File: src/rtl/serial_result_receiver.sv
// Serial result receiver: deserializes calculator result frames (data byte
// followed by flag nibble, MSB first), validates frame length, buffers good
// frames in a show-ahead FIFO and presents them on a valid/ready port.
module serial_result_receiver #(
  parameter  int DATA_W     = 8,
  parameter  int FLAG_W     = 4,
  parameter  int FIFO_DEPTH = 4,
  localparam int LVL_W      = $clog2(FIFO_DEPTH) + 1
) (
  input  logic              Clk,
  input  logic              Rst,
  input  logic              SampleEn,
  input  logic              Din,
  input  logic              FrameValid,
  input  logic              RxReady,
  input  logic              ErrClr,
  output logic              RxValid,
  output logic [DATA_W-1:0] RxData,
  output logic [FLAG_W-1:0] RxFlag,
  output logic              FrameErr,
  output logic              Overrun,
  output logic [LVL_W-1:0]  Level
);

  localparam int FRAME_W = DATA_W + FLAG_W;
  localparam int CNT_W   = $clog2(FRAME_W + 1);
  localparam int AW      = $clog2(FIFO_DEPTH);

  typedef enum logic [1:0] {IDLE, SHIFT, DRAIN} state_t;

  state_t                               state, state_n;
  logic [FRAME_W-1:0]                   sr, sr_n;
  logic [CNT_W-1:0]                     cnt, cnt_n;
  logic                                 fv_q, fv_rise;
  logic                                 push, pop, full;
  logic                                 ferr_set, ovr_set;
  logic [FIFO_DEPTH-1:0][FRAME_W-1:0]   mem;
  logic [AW-1:0]                        wptr, rptr, rptr_p1;
  logic [LVL_W-1:0]                     level_n;
  logic [FRAME_W-1:0]                   head;

  assign fv_rise = FrameValid & ~fv_q;
  assign pop     = RxValid & RxReady;
  assign full    = (Level == LVL_W'(FIFO_DEPTH));
  assign rptr_p1 = rptr + AW'(1);
  assign RxValid = (Level != '0);
  assign RxData  = head[FRAME_W-1:FLAG_W];
  assign RxFlag  = head[FLAG_W-1:0];

  // FrameValid history; resets high so a frame already running at reset
  // release is not mistaken for a fresh start.
  always_ff @(posedge Clk or negedge Rst) begin
    if (!Rst) fv_q <= 1'b1;
    else      fv_q <= FrameValid;
  end

  // Frame FSM state, shift register and bit counter.
  always_ff @(posedge Clk or negedge Rst) begin
    if (!Rst) begin
      state <= IDLE;
      sr    <= '0;
      cnt   <= '0;
    end else begin
      state <= state_n;
      sr    <= sr_n;
      cnt   <= cnt_n;
    end
  end

  // Frame FSM next state: sampling, length check, push / error decisions.
  always_comb begin
    state_n  = state;
    sr_n     = sr;
    cnt_n    = cnt;
    push     = 1'b0;
    ferr_set = 1'b0;
    ovr_set  = 1'b0;
    case (state)
      IDLE: begin
        if (fv_rise) begin
          state_n = SHIFT;
          cnt_n   = '0;
          if (SampleEn) begin
            sr_n  = {sr[FRAME_W-2:0], Din};
            cnt_n = CNT_W'(1);
          end
        end
      end
      SHIFT: begin
        if (!FrameValid) begin
          state_n = IDLE;
          if (cnt == CNT_W'(FRAME_W)) begin
            // a same-edge pop frees the slot this frame needs
            if (!full || pop) push    = 1'b1;
            else              ovr_set = 1'b1;
          end else begin
            ferr_set = 1'b1;
          end
        end else if (SampleEn) begin
          if (cnt == CNT_W'(FRAME_W)) begin
            ferr_set = 1'b1;
            state_n  = DRAIN;
          end else begin
            sr_n  = {sr[FRAME_W-2:0], Din};
            cnt_n = cnt + CNT_W'(1);
          end
        end
      end
      DRAIN: begin
        if (!FrameValid) state_n = IDLE;
      end
      default: state_n = IDLE;
    endcase
  end

  // FIFO storage; contents need no reset since Level gates visibility.
  always_ff @(posedge Clk) begin
    if (push) mem[wptr] <= sr;
  end

  // Occupancy after this edge.
  always_comb begin
    level_n = Level;
    case ({push, pop})
      2'b10:   level_n = Level + LVL_W'(1);
      2'b01:   level_n = Level - LVL_W'(1);
      default: level_n = Level;
    endcase
  end

  // Pointers, level and registered head entry (held while empty).
  always_ff @(posedge Clk or negedge Rst) begin
    if (!Rst) begin
      wptr  <= '0;
      rptr  <= '0;
      Level <= '0;
      head  <= '0;
    end else begin
      if (push) wptr <= wptr + AW'(1);
      if (pop)  rptr <= rptr_p1;
      Level <= level_n;
      if (level_n != '0 && (pop || Level == '0))
        head <= (Level > LVL_W'(1)) ? mem[rptr_p1] : sr;
    end
  end

  // Sticky error flags; a new event beats a same-cycle clear.
  always_ff @(posedge Clk or negedge Rst) begin
    if (!Rst) begin
      FrameErr <= 1'b0;
      Overrun  <= 1'b0;
    end else begin
      if (ferr_set)    FrameErr <= 1'b1;
      else if (ErrClr) FrameErr <= 1'b0;
      if (ovr_set)     Overrun  <= 1'b1;
      else if (ErrClr) Overrun  <= 1'b0;
    end
  end

endmodule

File: config.mk
export PLATFORM = sky130hd
export DESIGN_NAME = serial_result_receiver
export DESIGN_NICKNAME = d
export VERILOG_FILES = /design/src/rtl/serial_result_receiver.sv
export SDC_FILE = /design/constraint.sdc
export NUM_CORES = 1
export LEC_CHECK = 0
export ABC_AREA = 0
export BUFFER_PORTS_ARGS = -buffer_cell sky130_fd_sc_hd__buf_2
export CAP_MARGIN = 0
export CORE_AREA = 4 4 89 91
export DETAILED_ROUTE_END_ITERATION = 8
export DIE_AREA = 0 0 93 95
export PLACE_DENSITY = 0.72
export REMOVE_ABC_BUFFERS = 1
export SLEW_MARGIN = 40
export SYNTH_ARGS = -nofsm -noshare
export SYNTH_HDL_FRONTEND = slang
export SYNTH_SLANG_ARGS = --single-unit
File: constraint.sdc
create_clock -name Clk -period 5.6 [get_ports Clk]
set_input_delay 0.56 -clock Clk [delete_from_list [all_inputs] [get_ports Clk]]
set_output_delay 0.56 -clock Clk [all_outputs]
set_load 0.05 [all_outputs]
# After elaboration in Yosys (flattened, before gate mapping)
# Cells that the tools add are included.
op_classes:
  addsub: 5
  n_lt_le_gt_ge: 4
  n_eq_ne: 14
  mux: 41
  bitwise: 3
  reduce_logical: 15
op_table:
  columns: ["op", "n"]
  rows:
  - ["$mux 12", 8]
  - ["$bwmux 48", 1]
  - ["$bmux 12 s2", 1]
  - ["$demux 12 s2", 1]
  - ["$pmux 12 s2", 1]
  - ["$mux 1", 17]
  - ["$mux 4", 4]
  - ["$ne 2x2->1 const B", 6]
  - ["$mux 2", 5]
  - ["$pmux 4 s2", 1]
  - ["$lt 2x3->1 const B", 2]
  - ["$ne 3x3->1 const B", 2]
  - ["$pmux 2 s3", 1]
  - ["$pmux 3 s2", 1]
  - ["$reduce_and 6->1", 1]
  - ["$reduce_bool 2->1", 3]
  - ["$reduce_bool 3->1", 2]
  - ["$reduce_and 5->1", 1]
  - ["$add 2x1->2 const B", 2]
  - ["$add 4x1->4 const B", 1]
  - ["$eq 2x1->1 const B", 2]
  - ["$eq 2x2->1 const B", 2]
  - ["$eq 4x4->1 const B", 1]
  - ["$reduce_and 4->1", 1]
  - ["12 further kinds", 15]
totals:
  reg_bits: 88
  input_bits: 7
  wordCells: 96

# Depth between registers and ports, before layout
logic_depth:
  word_depth: 11
  depth_mapped: 13
  ltp_nobuf: 11

# Least setup slack after synthesis
# OpenSTA, ideal clock, no wires.
synth_timing:
  kind: "register -> register"
  startpoint: "reg Level[0]"
  endpoint: "reg head[10]"
  setup_ps: 125
  arrival_time_ps: 3254
  required_time_ps: 5475
  setup_slack_ps: 2221
  path_stages_with_launch: 11
  n_path_buf: 1
  cell_sequence: "dfrtp_1 > inv_1 > ha_1 > nand2b_1 > nand2_1 > inv_1 > ha_1 > o31a_1 > o41ai_4 > buf_8 > mux2_4"
synth_via:
  elab_chain_cells: 11
synth_rtl:
  columns: ["element", "line_no", "source"]
  rows:
  - ["start, declared", "22", "output logic [LVL_W-1:0] Level"]
  - ["start signal, assigned", "141", "Level <= level_n;"]
  - ["$reduce_bool 3->1 (*)", "46", "assign RxValid = (Level != '0);"]
  - ["net RxValid", "17", "output logic RxValid,"]
  - ["$and 1x1->1 (*)", "43", "assign pop = RxValid & RxReady;"]
  - ["net pop", "35", "logic push, pop, full;"]
  - ["$logic_or 1x1->1", "94", "if (!full || pop) push = 1'b1;"]
  - ["$mux 1", "94", null]
  - ["$mux 1", "92", "if (cnt == CNT_W'(FRAME_W)) begin"]
  - ["$mux 1", "90", "if (!FrameValid) begin"]
  - ["$mux 1", "78", "case (state)"]
  - ["$eq 2x1->1 / $eq 2x2->1 (equally long branches)", "124", "case ({push, pop})"]
  - ["$pmux 3 s2", "124", null]
  - ["$reduce_bool 3->1", "142", "if (level_n != '0 && (pop || Level == '0))"]
  - ["$logic_and 1x1->1 (*)", "142", null]
  - ["end signal, assigned", "143", "head <= (Level > LVL_W'(1)) ? mem[rptr_p1] : sr;"]
  - ["end, declared", "40", "logic [FRAME_W-1:0] head;"]
# The timed path passes the listed nets; every way through them passes the cells marked *.
# A chain may end at the register's enable or synchronous reset.

# Worst setup path in the final report
layout_timing:
  startpoint: "reg cnt[0]"
  endpoint: "reg head[0]"
layout_via:
  elab_chain_cells: 8
layout_rtl:
  columns: ["element", "line_no", "source"]
  rows:
  - ["start, declared", "33", "logic [CNT_W-1:0] cnt, cnt_n;"]
  - ["start signal, assigned", "66", "cnt <= cnt_n;"]
  - ["$eq 4x4->1 (*)", "92", null]
  - ["$mux 1 (*)", "92", null]
  - ["$mux 1 (*)", "90", null]
  - ["$mux 1 (*)", "78", null]
  - ["$eq 2x1->1 / $eq 2x2->1 (equally long branches)", "124", null]
  - ["$pmux 3 s2 (*)", "124", null]
  - ["$reduce_bool 3->1 (*)", "142", null]
  - ["$logic_and 1x1->1 (*)", "142", null]
# Mark *: on every way between the ends. The rest lies on a longest branch, timed or not.

==> results.md <==
* Non-Filler Instances at 363
* Cells after Synth at 230
* CTS Sinks at 88
* TritonCTS clock tree: built
* Share of layout cells above drive strength 1 at between 30% and 40%
* Syn Std Cell Area at 0.00381 mm^2
* Final period utilization at ~60%
* Remaining routing DRC violations at 0
* Busiest grt layer: met2
* Met2 capacity usage during global routing at around a quarter
* Placed cell count at about 350
* N_diodes at 0
* Hold-fix buffers at CTS at 0
* Dpl hpwl at 3850 um
* CP startpoint kind: flop
* Global route total overflow at 0
* Clk buf depth at 2
* Leak at 0.00170 uW
* CTS Root Cell: clkbuf_8
* Slew Limit Headroom at 51.1%
* Crit path capture type: flop
* Design Area, Final at 0.00422 mm^2
* First-pass GRT wire length at 10100 um
* Slew Viols, Final at 0
* Initial drt markers at 76
* I/O pin cnt at 25
* Row count at 31
* CTS Buf Count at 9
* Grt met3 use at just under 5%
* Final clock skew at around 0.012 ns
* Post-CTS Setup Repair Bufs at 0
* Cell accounting for the most synthesized area: edfxtp_1
* Die span in x at slightly above 90 um
* Nets at 278
* Unrepaired setup endpoints after global routing: no
* Clock transition at path regs at 0.10 ns
* CP Class: flop to flop
* Via count at between 1500 and 2000
* Buffers on Ports at 24
* PwrDens at ~530 mW/mm^2
* Clock Latency Late Sink at 0.35 ns
* Final setup violation count at 0
* Initial Util at between 50% and 60%
* Critical path arrival at 3.61 ns
* DRT Pass-1 Iters at 4
* Setup_tns at 0 ns
* Syn avg cell area at 16.6 um^2
* Htree depth at 3
* Initial antenna violation count at 0
* Post-synthesis sequential area ratio at around 64%
* Routed wire per std cell at 16.5 um
* Slew @ Worst Pin at 0.732 ns
* Max-cap violation count at 0
* Vias in the first global route at 1968
* Resize count post-CTS at 0
* Outcome: finished, final reports clean
* Vias/cell at 5.28
* Die height at around 95 um
* Synth Register Bits at 88
* Post-Route WL at 6000 um
* Hold Fails Final Rpt at 0
* Cell variety after synth at 43
* CP Data Required Time at 5.84 ns
* Worst VDD drop at about 0.22 mV
* Met1 usage at 19.5%
* Total GRT Usage at between 10% and 20%
* Worst Hold Class: primary input to asynchronous set/reset pin
* Area fraction of the dominant cell type after synthesis at 37.8%
* Max FO, Critical Path at 12
* Min Clock Period, post-route at 3.37 ns
* Synth-to-Final Area Change at 10.7%
* Routability Congestion at approximately 0.84
* Die area at 0.00884 mm^2
* Fmax at 297 MHz
* Synth top area cells: edfxtp_1 (38%), dfrtp_1 (26%), mux4_2 (7.1%), mux2_2 (5.3%), ha_1 (3.9%)
* YS warnings at 0
* Area after DPL at around 0.0040 mm^2
* DRT antenna net count at 0
* Largest net degree at the start of global routing at 41
* Core Area at 0.00714 mm^2
## layout by cell type (no fill, tap or decap), types with 4 or more instances in the layout
cell	netlist	final
buf_2	1	23
mux2_4	10	10
nand2_1	7	7
mux4_2	12	12
ha_1	12	12
nand2b_1	5	5
clkbuf_8	0	9
dfrtp_1	39	38
and2_1	5	5
mux2_1	9	9
o21ai_0	4	4
mux2_2	18	18
edfxtp_1	48	48
inv_1	13	13
## layer usage
metal,routed length [um],part of all wire (%)
met5,0,0
met1,2660,44
met3,250,4.2
met4,65,1.1
met2,3020,50
## layout make-up
cell class	instances	area (um^2)
well taps	99	124
flip-flops and latches	88	2440
repair buffers	25	130
multi-input cells	122	1270
clock inverters	7	77.6
fillers	575	2920
inverters	13	48.8
clock buffers	9	124
## kinds of logic after synthesis
family | count (synthesis) | synth area share (%)
DFF | 88 | 64.1
muxes | 51 | 19.5
and+or+nand+nor | 37 | 5.32
buffers and inverters | 20 | 2.59
AOI/OAI and AO/OA | 19 | 3.84
adders and majority gates | 12 | 3.94
xor gates and xnor gates | 3 | 0.689
## worst max-delay path, cell delays in order (launching register included)
cell     delay, ns
dfrtp_1       0.42
inv_1         0.07
ha_1          0.16
nand3_1       0.11
nor3_1        0.22
nor2b_1       0.45
inv_1         0.09
ha_1          0.38
o31a_1        0.36
o41ai_4       0.33
buf_4         0.31
mux2_2        0.36
## through the flow
| stage | worst slack (ns) | utilization (%) | hold WS [ns] | total power, uW |
|---|---|---|---|---|
| detailed placement | 2.22 | 56.3 | 0.490 | 1830 |
| global placement | 2.31 | 56.2 | 0.489 | 1810 |
| finish | 2.23 | 59.2 | 0.173 | 2240 |
| CTS | 2.21 | 59.1 | 0.179 | 2270 |
| global route | 1.97 | 59.2 | 0.194 | 2370 |
| floorplan | 1.90 | - | 0.264 | 1630 |
## path summary, 6_finish.rpt
kind                                          start  slack, ns  depth (start not counted)                   to
worst max-delay path             cnt[0]$_DFFE_PN0P_       2.23                         11  head[0]$_DFFE_PN0P_
worst min register to register  head[9]$_DFFE_PN0P_       0.51                          1  head[9]$_DFFE_PN0P_
min in group Clk                         FrameValid       0.35                          1       fv_q$_DFF_PN1_
max in group asynchronous                       Rst       5.04                          1  rptr[1]$_DFFE_PN0P_
worst min-delay path                            Rst       0.17                          1  head[2]$_DFFE_PN0P_
worst max register to register   cnt[0]$_DFFE_PN0P_       2.23                         11  head[0]$_DFFE_PN0P_
## synthesized netlist by cell type (all sizes together)
master	n
nand4b	1
nand4	1
dfstp	1
a31oi	1
o21ai	6
o41ai	2
o31a	1
mux2i	2
a21oi	2
nor3	3
or2	2
dfrtp	39
a22oi	1
nand2	7
and2b	1
a211oi	1
o31ai	2
a211o	1
mux4	12
mux2	37
or3	1
ha	12
nor2b	2
nand2b	5
o21ba	1
nor2	4
and2	5
o22ai	1
clkbuf	3
xnor2	3
or4	2
nand3	3
edfxtp	48
buf	4
inv	13
## state kept, by name, indices dropped and copies added (netlist names), 2 cells and up
| signal | cells |
|---|---|
| sr | 12 |
| head | 12 |
| wptr | 2 |
| Level | 3 |
| mem | 48 |
| rptr | 2 |
| cnt | 4 |
| state | 2 |
## report_power, final
group / leakage (uW) / total, uW / switching [uW] / internal (uW)
Clock: 0.0000958 / 438 / 227 / 211
Combinational: 0.000669 / 837 / 425 / 413
Sequential: 0.000933 / 967 / 148 / 820
Total: 0.00170 / 2240 / 800 / 1440
Note: power is estimated with default switching activity, not from simulation.
